===== src/rtl/feeder_pkg.sv =====
// Shared types and constants for the frame line feeder: sequencer states,
// packing of pixels into frame-memory words and default raster dimensions.
package feeder_pkg;

  typedef enum logic [2:0] {
    ST_IDLE,
    ST_LOAD,
    ST_SCAN,
    ST_FLUSH,
    ST_FIN
  } state_e;

  localparam int PIX_PER_WORD = 4;
  localparam int DEF_IMG_W    = 512;
  localparam int DEF_IMG_H    = 480;

  function automatic int words_per_line(input int imgW);
    return imgW / PIX_PER_WORD;
  endfunction

endpackage


===== src/rtl/raster_counter.sv =====
// Wrap-around counter used for the word, pixel and row positions of the raster.
// last_o flags the terminal value so the caller can detect the wrap edge.
module raster_counter #(
  parameter int WIDTH = 9,
  parameter int MAX   = 512
) (
  input  logic             clk,
  input  logic             reset,
  input  logic             clear_i,
  input  logic             en_i,
  output logic [WIDTH-1:0] count_o,
  output logic             last_o
);

  logic [WIDTH-1:0] count_q, count_d;

  assign last_o  = (count_q == WIDTH'(MAX - 1));
  assign count_o = count_q;

  always_comb begin
    count_d = count_q;
    if (clear_i) begin
      count_d = '0;
    end else if (en_i) begin
      count_d = last_o ? '0 : count_q + WIDTH'(1);
    end
  end

  always_ff @(posedge clk) begin
    if (reset) begin
      count_q <= '0;
    end else begin
      count_q <= count_d;
    end
  end

endmodule


===== src/rtl/frame_line_feeder.sv =====
// Write-side raster sequencer: loads frame rows into the line buffer and, between
// loads, scans the centre row so each pixel neighbourhood is offered downstream.
module frame_line_feeder
  import feeder_pkg::*;
#(
  parameter int IMG_W  = DEF_IMG_W,
  parameter int IMG_H  = DEF_IMG_H,
  parameter int MEM_AW = 17
) (
  input  logic              clk,
  input  logic              reset,
  input  logic              start,
  output logic              busy,
  output logic              done,
  output logic              mem_rd_en,
  output logic [MEM_AW-1:0] mem_addr,
  input  logic [31:0]       mem_rdata,
  output logic [31:0]       lb_datain,
  output logic [8:0]        lb_address,
  output logic [8:0]        lb_vertical_count,
  output logic              lb_save_data,
  output logic              win_valid,
  input  logic              win_ready
);

  localparam int WPL = words_per_line(IMG_W);

  state_e state_q, state_d;
  logic   tail_q, tail_d;
  logic   lastScan_q, lastScan_d;
  logic   pend_q;
  logic [8:0] pendWord_q;

  logic       cntClr, wordEn, pixEn, rowEn;
  logic [8:0] word, pix, row;
  logic       wordLast, pixLast, rowLast;

  raster_counter #(.WIDTH(9), .MAX(WPL)) uWord (
    .clk(clk), .reset(reset), .clear_i(cntClr), .en_i(wordEn),
    .count_o(word), .last_o(wordLast)
  );

  raster_counter #(.WIDTH(9), .MAX(IMG_W)) uPix (
    .clk(clk), .reset(reset), .clear_i(cntClr), .en_i(pixEn),
    .count_o(pix), .last_o(pixLast)
  );

  raster_counter #(.WIDTH(9), .MAX(IMG_H)) uRow (
    .clk(clk), .reset(reset), .clear_i(cntClr), .en_i(rowEn),
    .count_o(row), .last_o(rowLast)
  );

  always_ff @(posedge clk) begin
    if (reset) begin
      state_q    <= ST_IDLE;
      tail_q     <= 1'b0;
      lastScan_q <= 1'b0;
      pend_q     <= 1'b0;
      pendWord_q <= '0;
    end else begin
      state_q    <= state_d;
      tail_q     <= tail_d;
      lastScan_q <= lastScan_d;
      pend_q     <= mem_rd_en;
      pendWord_q <= word;
    end
  end

  // A pending read lands one cycle after issue and is written straight through.
  always_comb begin
    state_d           = state_q;
    tail_d            = tail_q;
    lastScan_d        = lastScan_q;
    cntClr            = 1'b0;
    wordEn            = 1'b0;
    pixEn             = 1'b0;
    rowEn             = 1'b0;
    busy              = 1'b0;
    done              = 1'b0;
    mem_rd_en         = 1'b0;
    mem_addr          = '0;
    lb_datain         = '0;
    lb_address        = '0;
    lb_vertical_count = '0;
    lb_save_data      = 1'b0;
    win_valid         = 1'b0;

    if (pend_q) begin
      lb_save_data = 1'b1;
      lb_datain    = mem_rdata;
      lb_address   = pendWord_q << 2;
    end

    unique case (state_q)
      ST_IDLE: begin
        if (start) begin
          state_d    = ST_LOAD;
          cntClr     = 1'b1;
          tail_d     = 1'b0;
          lastScan_d = 1'b0;
        end
      end
      ST_LOAD: begin
        busy              = 1'b1;
        lb_vertical_count = row;
        if (!tail_q) begin
          mem_rd_en = 1'b1;
          mem_addr  = MEM_AW'(row) * MEM_AW'(WPL) + MEM_AW'(word);
          wordEn    = 1'b1;
          if (wordLast) tail_d = 1'b1;
        end else begin
          tail_d = 1'b0;
          if (row == '0) begin
            rowEn = 1'b1;
          end else begin
            state_d = ST_SCAN;
          end
        end
      end
      ST_SCAN: begin
        // The centre row trails the newest loaded row by one, except after the flush.
        busy              = 1'b1;
        win_valid         = 1'b1;
        lb_address        = pix;
        lb_vertical_count = lastScan_q ? row : row - 9'd1;
        if (win_ready) begin
          pixEn = 1'b1;
          if (pixLast) begin
            if (lastScan_q) begin
              state_d = ST_FIN;
            end else if (rowLast) begin
              state_d = ST_FLUSH;
            end else begin
              rowEn   = 1'b1;
              state_d = ST_LOAD;
            end
          end
        end
      end
      ST_FLUSH: begin
        busy              = 1'b1;
        lb_save_data      = 1'b1;
        lb_vertical_count = row;
        lastScan_d        = 1'b1;
        state_d           = ST_SCAN;
      end
      ST_FIN: begin
        done    = 1'b1;
        state_d = ST_IDLE;
      end
      default: state_d = ST_IDLE;
    endcase
  end

endmodule


===== config.mk =====
export PLATFORM = sky130hd
export DESIGN_NAME = frame_line_feeder
export DESIGN_NICKNAME = d
export VERILOG_FILES = /design/src/rtl/feeder_pkg.sv /design/src/rtl/raster_counter.sv /design/src/rtl/frame_line_feeder.sv
export SDC_FILE = /design/constraint.sdc
export NUM_CORES = 1
export LEC_CHECK = 0
export CORE_UTILIZATION = 47
export DETAILED_ROUTE_END_ITERATION = 6
export GPL_TIMING_DRIVEN = 1
export HOLD_SLACK_MARGIN = 0.02
export PLACE_DENSITY = 0.91
export SLEW_MARGIN = 20
export SYNTH_ARGS = -nofsm -noshare
export SYNTH_HDL_FRONTEND = slang
export SYNTH_SLANG_ARGS = --single-unit

===== constraint.sdc =====
create_clock -name clk -period 6.9 [get_ports clk]
set_input_delay 1.38 -clock clk [delete_from_list [all_inputs] [get_ports clk]]
set_output_delay 1.38 -clock clk [all_outputs]
set_load 0.02 [all_outputs]

# Word-level counts from Yosys, hierarchy flattened
# Cells that the tools add are included.
[classes] n_addsub=5 mul=0 div_mod_pow=0 order_cmp=0 eq_ne=12 shift=0 mux=41 bitwise=0 reduce_logical=10
[op_table] op="2-to-1 mux 9 bit" count=6
[op_table] op="2-to-1 mux 17 bit" count=2
[op_table] op="2-to-1 mux 32 bit" count=1
[op_table] op="adder 9 x 1 -> 9 bit (second input constant)" count=3
[op_table] op="2-to-1 mux 1 bit" count=20
[op_table] op="== test 9 bit (second input constant)" count=2
[op_table] op="2-to-1 mux 3 bit" count=6
[op_table] op="one-hot mux 9 bit (2 select lines)" count=1
[op_table] op="adder 16 x 9 -> 17 bit" count=1
[op_table] op="one-hot mux 3 bit (4 select lines)" count=1
[op_table] op="== test 9 x 7 -> 1 bit (second input constant)" count=1
[op_table] op="logical NOT 9 bit" count=1
[op_table] op="subtractor 9 x 1 -> 9 bit (second input constant)" count=1
[op_table] op="!= test 2 bit (second input constant)" count=4
[op_table] op="== test 3 x 2 -> 1 bit (second input constant)" count=2
[op_table] op="one-hot mux 1 bit (2 select lines)" count=3
[op_table] op="AND reduction 5 bit" count=1
[op_table] op="AND reduction 2 bit" count=2
[op_table] op="nonzero test 2 bit" count=2
[op_table] op="OR reduction 2 bit" count=2
[op_table] op="== test 3 x 1 -> 1 bit (second input constant)" count=1
[op_table] op="== test 3 bit (second input constant)" count=1
[op_table] op="logical NOT 3 bit" count=1
[op_table] op="OR reduction 3 bit" count=1
[op_table] op="2 further kinds" count=2
[totals] register_bits=40 latchBits=0 mem_bits_rw=0 mem_bits_ro=0 input_bits=36 output_inout_bits=72 elab_cells=76 memories=0

# Longest topological paths before layout
# Gate-level depths: netlist of the first run.
[depth] ltp_word=6 mapped_depth=9 mapped_depth_nobuf=8

# Hierarchy
# A second synthesis of the first run with hierarchy kept.
[hier_totals] hier_cells=356 hier_area_um2=2757.6
[modules_own_cells] module="frame_line_feeder" instances=1 cells_per_inst=210 area_each_um2=1441.4 seq_area_each_um2=260.2
[modules_own_cells] module="raster_counter at uWord" instances=1 cells_per_inst=50 area_each_um2=447.9 seq_area_each_um2=180.2
[modules_own_cells] module="raster_counter at uRow" instances=1 cells_per_inst=50 area_each_um2=440.4 seq_area_each_um2=180.2
[modules_own_cells] module="raster_counter at uPix" instances=1 cells_per_inst=46 area_each_um2=427.9 seq_area_each_um2=180.2

# Worst setup path before layout of the first run
# No wires, ideal clock.
[synth_path] path_kind="reg2out" startpoint="reg uRow.count_q[0], in the netlist uRow.count_o[0]" endpoint="out lb_vertical_count[8]" arrival_time_ns=2.143 required_time_ns=5.520 path_slack_ns=3.377 path_stages_with_launch=7 n_path_buf=0 cell_sequence="dfxtp_1 > inv_1 > ha_1 > or4b_2 > nor3_1 > nand3_1 > o21ai_0"
[synth_via] elab_chain_cells=3
[synth_lines] item="start, declared" line_no="raster_counter.sv:15" text="logic [WIDTH-1:0] count_q, count_d;"
[synth_lines] item="start signal, assigned" line_no="raster_counter.sv:33" text="count_q <= count_d;"
[synth_lines] item="subtractor 9 x 1 -> 9 bit" line_no="frame_line_feeder.sv:125" text="lb_vertical_count = lastScan_q ? row : row - 9'd1;"
[synth_lines] item="2-to-1 mux 9 bit" line_no="frame_line_feeder.sv:125"
[synth_lines] item="one-hot mux 9 bit (2 select lines)" line_no="frame_line_feeder.sv:94" text="unique case (state_q)"
[synth_lines] item="end, declared" line_no="frame_line_feeder.sv:20" text="output logic [8:0] lb_vertical_count,"
# Every way passes these cells.

# Worst setup path after layout of the first run
[layout_path] startpoint="reg state_q[0]" endpoint="out mem_addr[16]"
[layout_via] elab_chain_cells=2
[layout_lines] item="start, declared" line_no="frame_line_feeder.sv:28" text="state_e state_q, state_d;"
[layout_lines] item="start signal, assigned" line_no="frame_line_feeder.sv:61" text="state_q <= state_d;"
[layout_lines] item="== test 3 x 1 -> 1 bit" line_no="frame_line_feeder.sv:94"
[layout_lines] item="2-to-1 mux 17 bit" line_no="frame_line_feeder.sv:94"
[layout_lines] item="end, declared" line_no="frame_line_feeder.sv:16" text="output logic [MEM_AW-1:0] mem_addr,"
# Every way passes these cells.

==> out/results.ini, run 1 <==
[outcome]
status = completed

[yosys]
synth.avg_cell_area_um2 = 7.28
netlist_area_um2 = 2620
synthXorXnorAreaFrac = 0.0635
syn_inst = 360
synth_compound_area_frac = 0.126
synth_cell_type_count = 43
synthAdderAreaFrac = 0.0411
ys_seq_area_frac = 0.305
ys.warnings.count = 0
ys_seq_elements = 40
synthMuxAreaShare = 0.00382
synth_edf_count = 0
ys.flop_type = dfxtp_1
synthArstFlopShare = 0
syn_nets = 404
yosys.area_share.simple = 0.407
synth_top_family_by_area = simple AND/OR/NAND/NOR gates

[layout]
fillers = 413
syn2layout_area_growth_pct = 44.8
nets = 494
seqCellArea_um2 = 802
layout-drive-gt1-share = 0.0266
diodes = 0
multi_input_area_um2 = 1680

[sta]
drv_slew = 0
fin_crit_ps = 4680
setup_violations = 0
max_slew.worst_pin.slew_ps = 569
max-slew-margin-rel = 0.621
final_hold_viol_count = 0
post-route-period-util = 0.678
clock.fmax_ghz = 0.214
rsz0062_at_grt = no
setup_tns_ps = 0
whs_ps = 463
finClkSkew_ps = 4.19

[route]
drc = 0
first_iter_violations = 123
via_count = 2858
firstDrtPassIters = 4
drt-total-wl_um = 7160
vias_per_cell = 5.49
post_drt_wl_per_cell_um = 13.7
postRouteAntennaNets = 0

[floorplan]
rows = 26
io_pins = 108
coreArea_um2 = 5240
die_x_um = 76.7
die_area_um2 = 5880
die_h_um = 76.7
start_util = 0.500

[clocking]
clockBufferDepth = 2
clkLatencyLatePin_ps = 290
cts_tree = yes
cts_made_buffers = 5
h-tree-depth = 2
cts.clk_slew.worst_paths_ps = 80
ctsResizeCount = 0
cts_sinks = 40
cts_hold_buffers = 0
clockRootBuffer = clkbuf_8
postCtsSetupBuffers = 0

[global_route]
antenna_found_initial = 0
grt_pass1_wl_um = 12300
grtUsageTotal = 0.253
grt_overflow = 0
grt_pass1_vias = 2776
grt_max_degree = 41

[pwr]
internal_power_uw = 413
p_seq_frac = 0.423
max-vdd-ir-drop_v = 0.000176
power_frac_clock = 0.336
netSwitchingPower_uw = 171
powerDensity_nw_per_um2 = 154
p_leak_uw = 0.00142
sw_frac_of_total = 0.293
combPwrFrac = 0.241

[hold_path]
hold_class = register to register

[setup_path]
crit_type = register to primary output
critPathTopFamily = simple AND/OR/NAND/NOR gates
path_buf_inv = 2
cp_max_fo = 16
cp.required_ps = 5520
slowest_delay_ps = 640
arrival_ps = 3300
crit_path_end_kind = primary output
crit_chain = nor2b_1 -> nand3_1 -> inv_1 -> nand2_1 -> nor3_1 -> clkdlybuf4s50_1
start_kind = register
critPathSlowestCell = clkdlybuf4s50_1
ff2ff_setup_slack_ps = 4050

[placed_design]
place_hpwl_um = 5390
gp_congestion = 0.867
port_buffers = 107

[flow_run]
drv_cap = 0

-- worst reg2reg max path: cells and delay by family, from the launching register on --
kind,cells,cell delay [ps]
DFF,1,590
xor gates and xnor gates,1,150
buffers and inverters,1,480
and+or+nand+nor,5,1520
-- logic make-up after synthesis --
logic type / Yosys count
adder cells (fa/ha/maj): 8
AND/OR/NAND/NOR: 201
flip-flops: 40
buffers and inverters: 34
AO/OA/AOI/OAI: 57
XOR/XNOR: 19
multiplexers: 1
-- layout by cell type, fill, tap and decap left out, drive strengths merged, types with 2 or more instances in the layout --
master	instances
clkdlybuf4s50	107
and4	4
clkbuf	5
nor3	10
nand4b	2
o211ai	2
o31ai	4
nand4	2
nor4	3
nor2b	9
nand2	39
o21ai	16
nand2b	5
and3	2
and2	44
inv	11
a21o	5
nand3b	2
nor2	40
ha	7
xnor2	5
xor2	14
or3	5
or4	6
nor3b	3
dfxtp	40
a21oi	24
nand3	22
-- per-stage QoR --
stage	total power, µW	setup WS [ps]	utilization	std cells	instance area [µm²]
3_3_place_gp	389	2730	0.702	513	3680
5_1_grt	612	1910	0.725	521	3790
6_report	584	2220	0.725	521	3790
4_1_cts	589	2280	0.724	521	3790
2_1_floorplan	325	3380	-	360	2620
3_5_place_dp	392	2670	0.702	513	3680
-- layer usage --
metal,wire (µm),vias to the layer above,GRT usage
met4,105,0,0.110
met5,0,-,0
met3,553,11,0.0536
met2,3580,135,0.453
met1,2920,1322,0.288
li1,-,1390,-
-- worst paths after layout --
path,cells after the start,from,to
setup / recovery,6,state_q[0],mem_addr[16]
hold / removal,2,tail_q,tail_q
setup reg to reg,7,state_q[0],uWord.count_o[6]
hold reg to reg,2,tail_q,tail_q
-- synthesized netlist by cell type, types with 3 or more instances --
| cell type | n | area, µm² |
|---|---|---|
| o21ai_0 | 15 | 75.1 |
| nor3_1 | 10 | 50.1 |
| nand2b_1 | 4 | 25.0 |
| dfxtp_1 | 40 | 801 |
| and2_1 | 44 | 275 |
| clkbuf_1 | 19 | 71.3 |
| a21o_1 | 5 | 37.5 |
| ha_1 | 7 | 87.6 |
| xnor2_1 | 5 | 43.8 |
| and4_1 | 4 | 35.0 |
| or4_1 | 6 | 45.0 |
| nor2b_1 | 9 | 56.3 |
| inv_1 | 10 | 37.5 |
| xor2_1 | 14 | 123 |
| nand2_1 | 39 | 146 |
| a21oi_1 | 24 | 120 |
| nand3_1 | 22 | 110 |
| nor2_1 | 40 | 150 |
| o31ai_1 | 4 | 30.0 |
| buf_2 | 3 | 15.0 |
| nor4_1 | 3 | 18.8 |
| nor3b_1 | 3 | 22.5 |
| or3_1 | 5 | 31.3 |
-- cell type report --
class	count	share of cell area
clock buffer	5	0.0181
clock inverter	3	0.0122
timing repair buffer	107	0.282
inverter	10	0.00989
tap	70	0.0231
sequential	40	0.211
multi-input combinational	286	0.443
-- power groups by stage --
stage	Sequential, µW	Clock (µW)	Combinational, µW
global route	250	211	151
CTS	247	201	141
floorplan	243	0	82.1
finish	247	196	141
global placement	252	0	138
detailed placement	252	0	140
-- state kept, by name (all words and copies together), names as in the netlist --
register,count
uPix.count_o,9
uRow.count_o,9
uWord.count_o,9
pendWord_q,7
state_q,3
lastScan_q,1
pend_q,1
tail_q,1
No activity file was read; power rests on OpenSTA's default activity.
==> run 2, diff against run 1 <==
--- a/config.mk
+++ b/config.mk
@@ -5,11 +5,11 @@
 export SDC_FILE = /design/constraint.sdc
 export NUM_CORES = 1
 export LEC_CHECK = 0
-export CORE_UTILIZATION = 47
+export CORE_UTILIZATION = 39
 export DETAILED_ROUTE_END_ITERATION = 6
 export GPL_TIMING_DRIVEN = 1
 export HOLD_SLACK_MARGIN = 0.02
-export PLACE_DENSITY = 0.91
+export PLACE_DENSITY = 0.81
 export SLEW_MARGIN = 20
 export SYNTH_ARGS = -nofsm -noshare
 export SYNTH_HDL_FRONTEND = slang
==> constraint.sdc (replaced) <==
create_clock -name clk -period 4.2 [get_ports clk]
set_input_delay 0.84 -clock clk [delete_from_list [all_inputs] [get_ports clk]]
set_output_delay 0.84 -clock clk [all_outputs]
set_load 0.02 [all_outputs]
==> out/results.ini, run 2 (same netlist as run 1, synthesis figures left out) <==
[outcome]
status = finished with violations  ; was completed
violations = DRC

[floorplan]
start_util = 0.408  ; was 0.500
io_pins = 108  ; unchanged
die_h_um = 84.0  ; was 76.7 µm
coreArea_um2 = 6420  ; was 5240 µm²
die_area_um2 = 7050  ; was 5880 µm²
rows = 29  ; was 26
die_x_um = 84.0  ; was 76.7 µm

[setup_path]
cp_max_fo = 9  ; was 16
crit_type = register to primary output  ; unchanged
critPathTopFamily = simple AND/OR/NAND/NOR gates  ; unchanged
start_kind = register  ; unchanged
crit_path_end_kind = primary output  ; unchanged
critPathSlowestCell = clkdlybuf4s50_1  ; unchanged
slowest_delay_ps = 650  ; was 640 ps
arrival_ps = 3010  ; was 3300 ps
crit_chain = inv_1 -> ha_1 -> or4b_2 -> nor3_1 -> nand2_1 -> o21ai_0 -> clkdlybuf4s50_1  ; was nor2b_1 -> nand3_1 -> inv_1 -> nand2_1 -> nor3_1 -> clkdlybuf4s50_1
cp.required_ps = 3360  ; was 5520 ps
path_buf_inv = 2  ; unchanged

[route]
firstDrtPassIters = 6  ; was 4
first_iter_violations = 259  ; was 123
drt-total-wl_um = 7260  ; was 7160 µm
via_count = 2821  ; was 2858
vias_per_cell = 5.31  ; was 5.49
post_drt_wl_per_cell_um = 13.7  ; about the same
postRouteAntennaNets = 0  ; unchanged
drc = 30  ; was 0

[layout]
final_common_cell = clkdlybuf4s50_1  ; unchanged
layout-drive-gt1-share = 0.0308  ; was 0.0266
nets = 497  ; was 494
diodes = 0  ; unchanged
syn2layout_area_growth_pct = 46.0  ; was 44.8%
final_util = 0.596  ; was 0.725
final_cell_mix = clkdlybuf4s50_1 (107), and2_1 (44), nor2_1 (40), dfxtp_1 (40), nand2_1 (39)  ; was clkdlybuf4s50_1 (107), and2_1 (44), nor2_1 (40)

[pwr]
max-vdd-ir-drop_v = 0.000182  ; was 0.000176 V
p_leak_uw = 0.00144  ; was 0.00142 µW
finalPower_uw = 960  ; was 584 µW
powerDensity_nw_per_um2 = 251  ; was 154 nW/µm²

[global_route]
grt_overflow = 0  ; unchanged
grt_pass1_vias = 2675  ; was 2776
grt_max_degree = 41  ; unchanged
grtUsageTotal = 0.215  ; was 0.253
antenna_found_initial = 0  ; unchanged
grt_pass1_wl_um = 12400  ; was 12300 µm

[sta]
rsz0062_at_grt = no  ; unchanged
fin_crit_ps = 3850
setup_violations = 0  ; unchanged
clock.fmax_ghz = 0.260
setup_tns_ps = 0  ; unchanged
max-slew-margin-rel = 0.407  ; was 0.621
post-route-period-util = 0.916
max_slew.worst_pin.slew_ps = 888  ; was 569 ps
finClkSkew_ps = 2.65  ; was 4.19 ps
final_hold_viol_count = 0  ; unchanged
fin_ws_ps = 353  ; was 2220 ps
drv_slew = 0  ; unchanged
whs_ps = 465  ; was 463 ps

[clocking]
clockBufferDepth = 2  ; unchanged
cts.clk_slew.worst_paths_ps = 80  ; about the same
cts_made_buffers = 5  ; unchanged
clkLatencyLatePin_ps = 290  ; about the same
h-tree-depth = 2  ; unchanged
clockRootBuffer = clkbuf_8  ; unchanged
cts_sinks = 40  ; unchanged
cts_hold_buffers = 0  ; unchanged
cts_tree = yes  ; unchanged
ctsResizeCount = 0  ; unchanged
postCtsSetupBuffers = 0  ; unchanged

[hold_path]
hold_class = register to register  ; unchanged

[placed_design]
place_hpwl_um = 5470  ; was 5390 µm
port_buffers = 107  ; unchanged
pre_cts_ws_ps = 755  ; was 2670 ps
gp_congestion = 0.905  ; was 0.867

[flow_run]
drv_cap = 0  ; unchanged

run 2: cell types whose count changed in the layout (fill, tap and decap cells not counted), sizes merged:
cell,previous run,this run
buf,0,3
clkinv,0,2
clkinvlp,1,0
inv,11,10
run 2: metal layers:
layer	wire length, µm	global-route usage	share of wire	vias up
li1	-	-	-	1406
met1	3050	0.258	0.42	1284
met2	3520	0.374	0.48	124
met3	614	0.0495	0.085	7
met4	78	0.0752	0.011	0
met5	0	0	0	-
run 2: worst paths after layout:
kind                            cells past startpoint            start  slack, ps                   end
worst min register to register                      2           tail_q        460                tail_q
worst min-delay path                                2           tail_q        460                tail_q
worst max register to register                      8  uPix.count_o[2]       1380       uRow.count_o[7]
worst max-delay path                                7  uRow.count_o[0]        350  lb_vertical_count[6]
run 2: power by group:
group | leakage (µW) | internal (µW) | total [µW] | switching, µW
clock network | 0.0000583 | 179 | 319 | 140
logic | 0.00106 | 117 | 236 | 119
registers | 0.000323 | 385 | 405 | 19.4
run 2: final cells by class:
class,count,area (µm²)
Tap cell,77,96.3
Timing Repair Buffer,110,1090
Multi-Input combinational cell,286,1680
Clock inverter,3,47.5
Clock buffer,5,68.8
Sequential cell,40,801
Fill cell,585,2600
Inverter,10,37.5
run 2: worst min-delay path: cells and delay by family (launching register included):
| kind | cells | cell delay [ps] |
|---|---|---|
| DFF | 1 | 310 |
| and+or+nand+nor | 1 | 60 |
| AOI/OAI and AO/OA | 1 | 50 |
run 2: through the flow:
stage                     instance area (µm²)  cells
after floorplan                          2620    360
after global placement                   3710    523
after detailed placement                 3710    523
after CTS                                3830    531
after global routing                     3830    531
final                                    3830    531
